--- src/rtl/grf_hazard_ctrl.sv ---
// GPR scoreboard for the 5-stage pipe: tracks E/M/W writers, drives D stall and D/E forward selects.
// Optional MDU_STALL_EN adds an MDU busy counter that also stalls D-stage MDU/HI/LO users.
module grf_hazard_ctrl #(
    parameter int unsigned MDU_LAT = 5
) (
    input  logic       clk,
    input  logic       rst,
    input  logic       d_valid,
    input  logic [4:0] d_rs,
    input  logic [4:0] d_rt,
    input  logic [1:0] d_tuse_rs,
    input  logic [1:0] d_tuse_rt,
    input  logic       d_wr,
    input  logic [4:0] d_a3,
    input  logic [1:0] d_tnew,
`ifdef MDU_STALL_EN
    input  logic       md_start,
    input  logic       d_md,
`endif
    output logic       stall,
    output logic [1:0] d_fwd_rs,
    output logic [1:0] d_fwd_rt,
    output logic [1:0] e_fwd_rs,
    output logic [1:0] e_fwd_rt
);

    typedef enum logic [1:0] {
        SRC_GRF = 2'd0,
        SRC_E   = 2'd1,
        SRC_M   = 2'd2,
        SRC_W   = 2'd3
    } src_t;

    typedef struct packed {
        logic       valid;
        logic       wr;
        logic [4:0] a3;
        logic [4:0] rs;
        logic [4:0] rt;
        logic [1:0] tnew;
    } entry_t;

    typedef struct packed {
        logic haz;
        src_t sel;
    } res_t;

    entry_t r_e, r_m, r_w;
    res_t   w_d_rs, w_d_rt;

    function automatic logic hit(input entry_t en, input logic [4:0] s);
        return en.valid && en.wr && (en.a3 == s) && (s != '0);
    endfunction

    function automatic logic [1:0] dec_sat(input logic [1:0] t);
        return (t == '0) ? '0 : t - 2'd1;
    endfunction

    // Youngest matching writer decides both the hazard and the forward source.
    function automatic res_t resolve(input entry_t e, input entry_t m, input entry_t w,
                                     input logic use_e, input logic [4:0] s,
                                     input logic [1:0] tuse);
        res_t   r;
        entry_t win;
        logic   found;
        src_t   stage;
        r.haz = 1'b0;
        r.sel = SRC_GRF;
        win   = '0;
        found = 1'b0;
        stage = SRC_GRF;
        if (use_e && hit(e, s)) begin
            win = e; found = 1'b1; stage = SRC_E;
        end else if (hit(m, s)) begin
            win = m; found = 1'b1; stage = SRC_M;
        end else if (hit(w, s)) begin
            win = w; found = 1'b1; stage = SRC_W;
        end
        if (found) begin
            r.haz = (tuse != 2'd3) && (win.tnew > tuse);
            if (win.tnew == '0) r.sel = stage;
        end
        return r;
    endfunction

`ifdef MDU_STALL_EN
    localparam int unsigned BW = (MDU_LAT < 1) ? 1 : $clog2(MDU_LAT + 1);
    logic [BW-1:0] r_busy;
    logic          w_md_stall;

    always_ff @(posedge clk) begin
        if (rst)                r_busy <= '0;
        else if (md_start)      r_busy <= BW'(MDU_LAT);
        else if (r_busy != '0)  r_busy <= r_busy - 1'b1;
    end

    assign w_md_stall = d_md && (md_start || (r_busy != '0));
`else
    logic w_md_stall;
    assign w_md_stall = 1'b0;
`endif

    always_comb begin
        w_d_rs   = resolve(r_e, r_m, r_w, 1'b1, d_rs, d_tuse_rs);
        w_d_rt   = resolve(r_e, r_m, r_w, 1'b1, d_rt, d_tuse_rt);
        stall    = d_valid && (w_d_rs.haz || w_d_rt.haz || w_md_stall);
        d_fwd_rs = w_d_rs.sel;
        d_fwd_rt = w_d_rt.sel;
        e_fwd_rs = resolve(r_e, r_m, r_w, 1'b0, r_e.rs, 2'd3).sel;
        e_fwd_rt = resolve(r_e, r_m, r_w, 1'b0, r_e.rt, 2'd3).sel;
    end

    always_ff @(posedge clk) begin
        if (rst) begin
            r_e <= '0;
            r_m <= '0;
            r_w <= '0;
        end else begin
            r_w      <= r_m;
            r_w.tnew <= dec_sat(r_m.tnew);
            r_m      <= r_e;
            r_m.tnew <= dec_sat(r_e.tnew);
            if (stall) begin
                r_e <= '0;
            end else begin
                r_e.valid <= d_valid;
                r_e.wr    <= d_wr && (d_a3 != '0);
                r_e.a3    <= d_a3;
                r_e.rs    <= d_rs;
                r_e.rt    <= d_rt;
                r_e.tnew  <= d_tnew;
            end
        end
    end

endmodule

--- config.mk ---
export PLATFORM = sky130hd
export DESIGN_NAME = grf_hazard_ctrl
export DESIGN_NICKNAME = d
export VERILOG_FILES = /design/src/rtl/grf_hazard_ctrl.sv
export SDC_FILE = /design/constraint.sdc
export NUM_CORES = 1
export LEC_CHECK = 0
export ABC_AREA = 1
export BUFFER_PORTS_ARGS = -buffer_cell sky130_fd_sc_hd__buf_4
export CORE_MARGIN = 4
export CORE_UTILIZATION = 56
export CTS_CLUSTER_SIZE = 12
export DETAILED_ROUTE_END_ITERATION = 8
export PLACE_DENSITY = 0.87
export SKIP_CTS_REPAIR_TIMING = 1
export SYNTH_ARGS = -nofsm -noshare
export SYNTH_HDL_FRONTEND = slang
export SYNTH_SLANG_ARGS = --single-unit
--- constraint.sdc ---
create_clock -name clk -period 5.5 [get_ports clk]
set_input_delay 0.275 -clock clk [delete_from_list [all_inputs] [get_ports clk]]
set_output_delay 0.275 -clock clk [all_outputs]
set_load 0.02 [all_outputs]
==> metrics.txt <==
Data required, critical path about 5.2 ns; NumNets Final 440; first-pass GRT wire length 10700 µm; initial antenna violation count 0; TritonCTS buffer count 5; Placeable Area around 0.0040 mm²; Chip Height 72.4 µm; placed cell count 452; via count 2392; period utilization 54.2%; max_cap viols 0; clock tree buffer depth 2; Yosys warnings 0; status complete, no violations; gpl congestion 0.992; row count 23; Detail Placement HPWL 5010 µm; CTS tree built; Least-Margin Pin Slew 0.364 ns; area of the mapped netlist 0.00232 mm²; CTS Sinks 37; Clock Skew a little over 0.007 ns; # setup viols final 0; CTS H-tree lvls 2; GR Util All Layers 26.6%; RSZ-0062 raised after global routing false; f_max approximately 0.34 GHz; TritonRoute pass-1 iters 4; post-synthesis register bit count 37; fin util about two thirds; clk root buf clkbuf_8; CP arrival roughly 2.7 ns; critical path launch point type register; die area 0.00524 mm²; Starting Density 58.0%; Cell variety after synth 28; Total Wirelength 6180 µm; Reg clk slew, reported paths ~0.080 ns; PwrDens 214 mW/mm²; post-detailed-route via-to-cell ratio 5.20; number of global-route vias before repair 2337; setup tns final 0 ns; DR iter-0 viols 144; sequential area share after synthesis 31.9%; share of cells above drive strength 1 18.8%; area occupied by registers 741 µm²; largest net degree at the start of global routing 20; Mapped Avg Cell Area 6.24 µm²; Ports 34; Setup CP Type register to primary output; met1 Track Usage GR between 30% and 40%; area share of the largest cell type after synthesis 31.9%; synth top area cells dfxtp_1 32%, nand2_1 18%, inv_1 9.4%; GRT busiest layer met2; Post-DRT Antenna Nets 0; Slew HR 75.5%; Routed wire per std cell 13.4 µm; Synth-to-Final Area Change 15.7%; Final min period just under 3 ns; # port buffers 33; Leak Pwr 0.00145 µW; Syn Nets 403; multi-input logic area roughly 0.0013 mm²; die width 72.4 µm; met2 GRT Util between 40% and 50%; worst-path fanout max 6; VDD IR-drop max 0.126 mV; leading area contributor after synthesis dfxtp_1; Crit. End Element primary output; Slew Viols, Final 0; Fin. Hold Viols 0; GRT met3 Usage 5.54%; number of inserted diodes 0; residual DRC count 0; Mapped Cells 372; Fillers 383; Skew-Pair Late Insertion Delay 0.30 ns; Finished Layout Cells 460; GR Overflow Total 0; Min-Delay Path Class primary input to register
area by class of cell:
| type | instances | share of cell area [%] |
|---|---|---|
| clock inverter | 2 | 0.373 |
| sequential | 37 | 27.6 |
| timing repair buffer | 33 | 9.23 |
| clock buffer | 6 | 2.70 |
| inverter | 70 | 9.79 |
| tap | 50 | 2.33 |
| multi-input combinational | 262 | 48.0 |
worst paths after layout:
| path | from | to | slack, ns | depth (start not counted) |
|---|---|---|---|---|
| max | r_m[16] | stall | 2.52 | 18 |
| min | d_tnew[1] | r_e[1] | 0.19 | 3 |
| min reg2reg | r_m[18] | r_w[18] | 0.42 | 2 |
| max reg2reg | r_m[16] | r_e[11] | 2.90 | 18 |
worst max-delay path, stage by stage (launching register included):
cell	delay [ns]
dfxtp_1	0.36
inv_1	0.24
nand2_1	0.08
nand2_1	0.07
nand2_1	0.05
nor2_2	0.13
nand2_2	0.11
o21ai_0	0.16
inv_1	0.06
nand2_1	0.05
nand2_1	0.06
inv_1	0.06
ha_1	0.23
a221oi_1	0.27
nand2_1	0.13
nand2_2	0.10
nand2_4	0.07
inv_1	0.05
buf_4	0.13
synth_stat cells (all sizes together):
cell type    n
a211oi       1
a21oi       10
a221oi       2
buf          1
clkbuf       2
dfxtp       37
ha           6
inv         70
nand2      117
nand3       20
nand4        7
nor2        62
nor3         6
nor3b        1
nor4         3
o2111ai      1
o211ai       1
o21ai       10
o22ai        4
or2          2
xnor2        5
xor2         4
metal layers:
metal	vias up	routed length, µm	part of all wire, %
li1	1219	-	-
met1	1065	2690	44
met2	96	2890	47
met3	12	480	7.8
met4	0	118	1.9
met5	-	0	0
metrics by stage:
step | cell area (µm²) | setup slack, ns | hold WS (ns) | total power (µW)
CTS | 2690 | 2.55 | 0.186 | 576
global placement | 2600 | 2.90 | 0.407 | 391
detailed placement | 2600 | 2.88 | 0.411 | 393
floorplan | 2320 | 3.19 | 0.387 | 357
global route | 2690 | 2.21 | 0.210 | 608
finish | 2690 | 2.52 | 0.193 | 576
cells by family (layout without fill, tap and decap cells):
kind of cell             after synthesis  count (layout)  share of synthesized area, %
flip-flops                            37              37                          31.9
AO/OA/AOI/OAI                         29              29                          7.17
buffers and inverters                 73             111                          12.5
XOR/XNOR                               9               9                          3.40
AND/OR/NAND/NOR                      218             218                          41.7
adder cells (fa/ha/maj)                6               6                          3.24
power breakdown:
part	switching, µW	internal (µW)	total (µW)
Sequential	12.6	281	293
Combinational	56.5	38.2	94.8
Clock	99.9	87.8	188
cell usage in the layout, fill, tap and decap left out, types with 3 or more instances in the layout:
cell type,count
nor2_1,47
nor3_1,6
o22ai_1,4
nand2_1,112
nand2_2,3
nor2_2,15
clkbuf_8,5
nand3_1,17
nor4_1,3
dfxtp_1,37
nand4_1,7
nand3_2,3
inv_2,12
xor2_1,4
o21ai_0,10
ha_1,6
buf_4,33
a21oi_1,10
inv_1,58
xnor2_1,5
registers in the layout, summed over array words and instances, names as in the netlist:
signal,cells
r_e,19
r_w,9
r_m,9
Note: power is estimated with default switching activity, not from simulation.
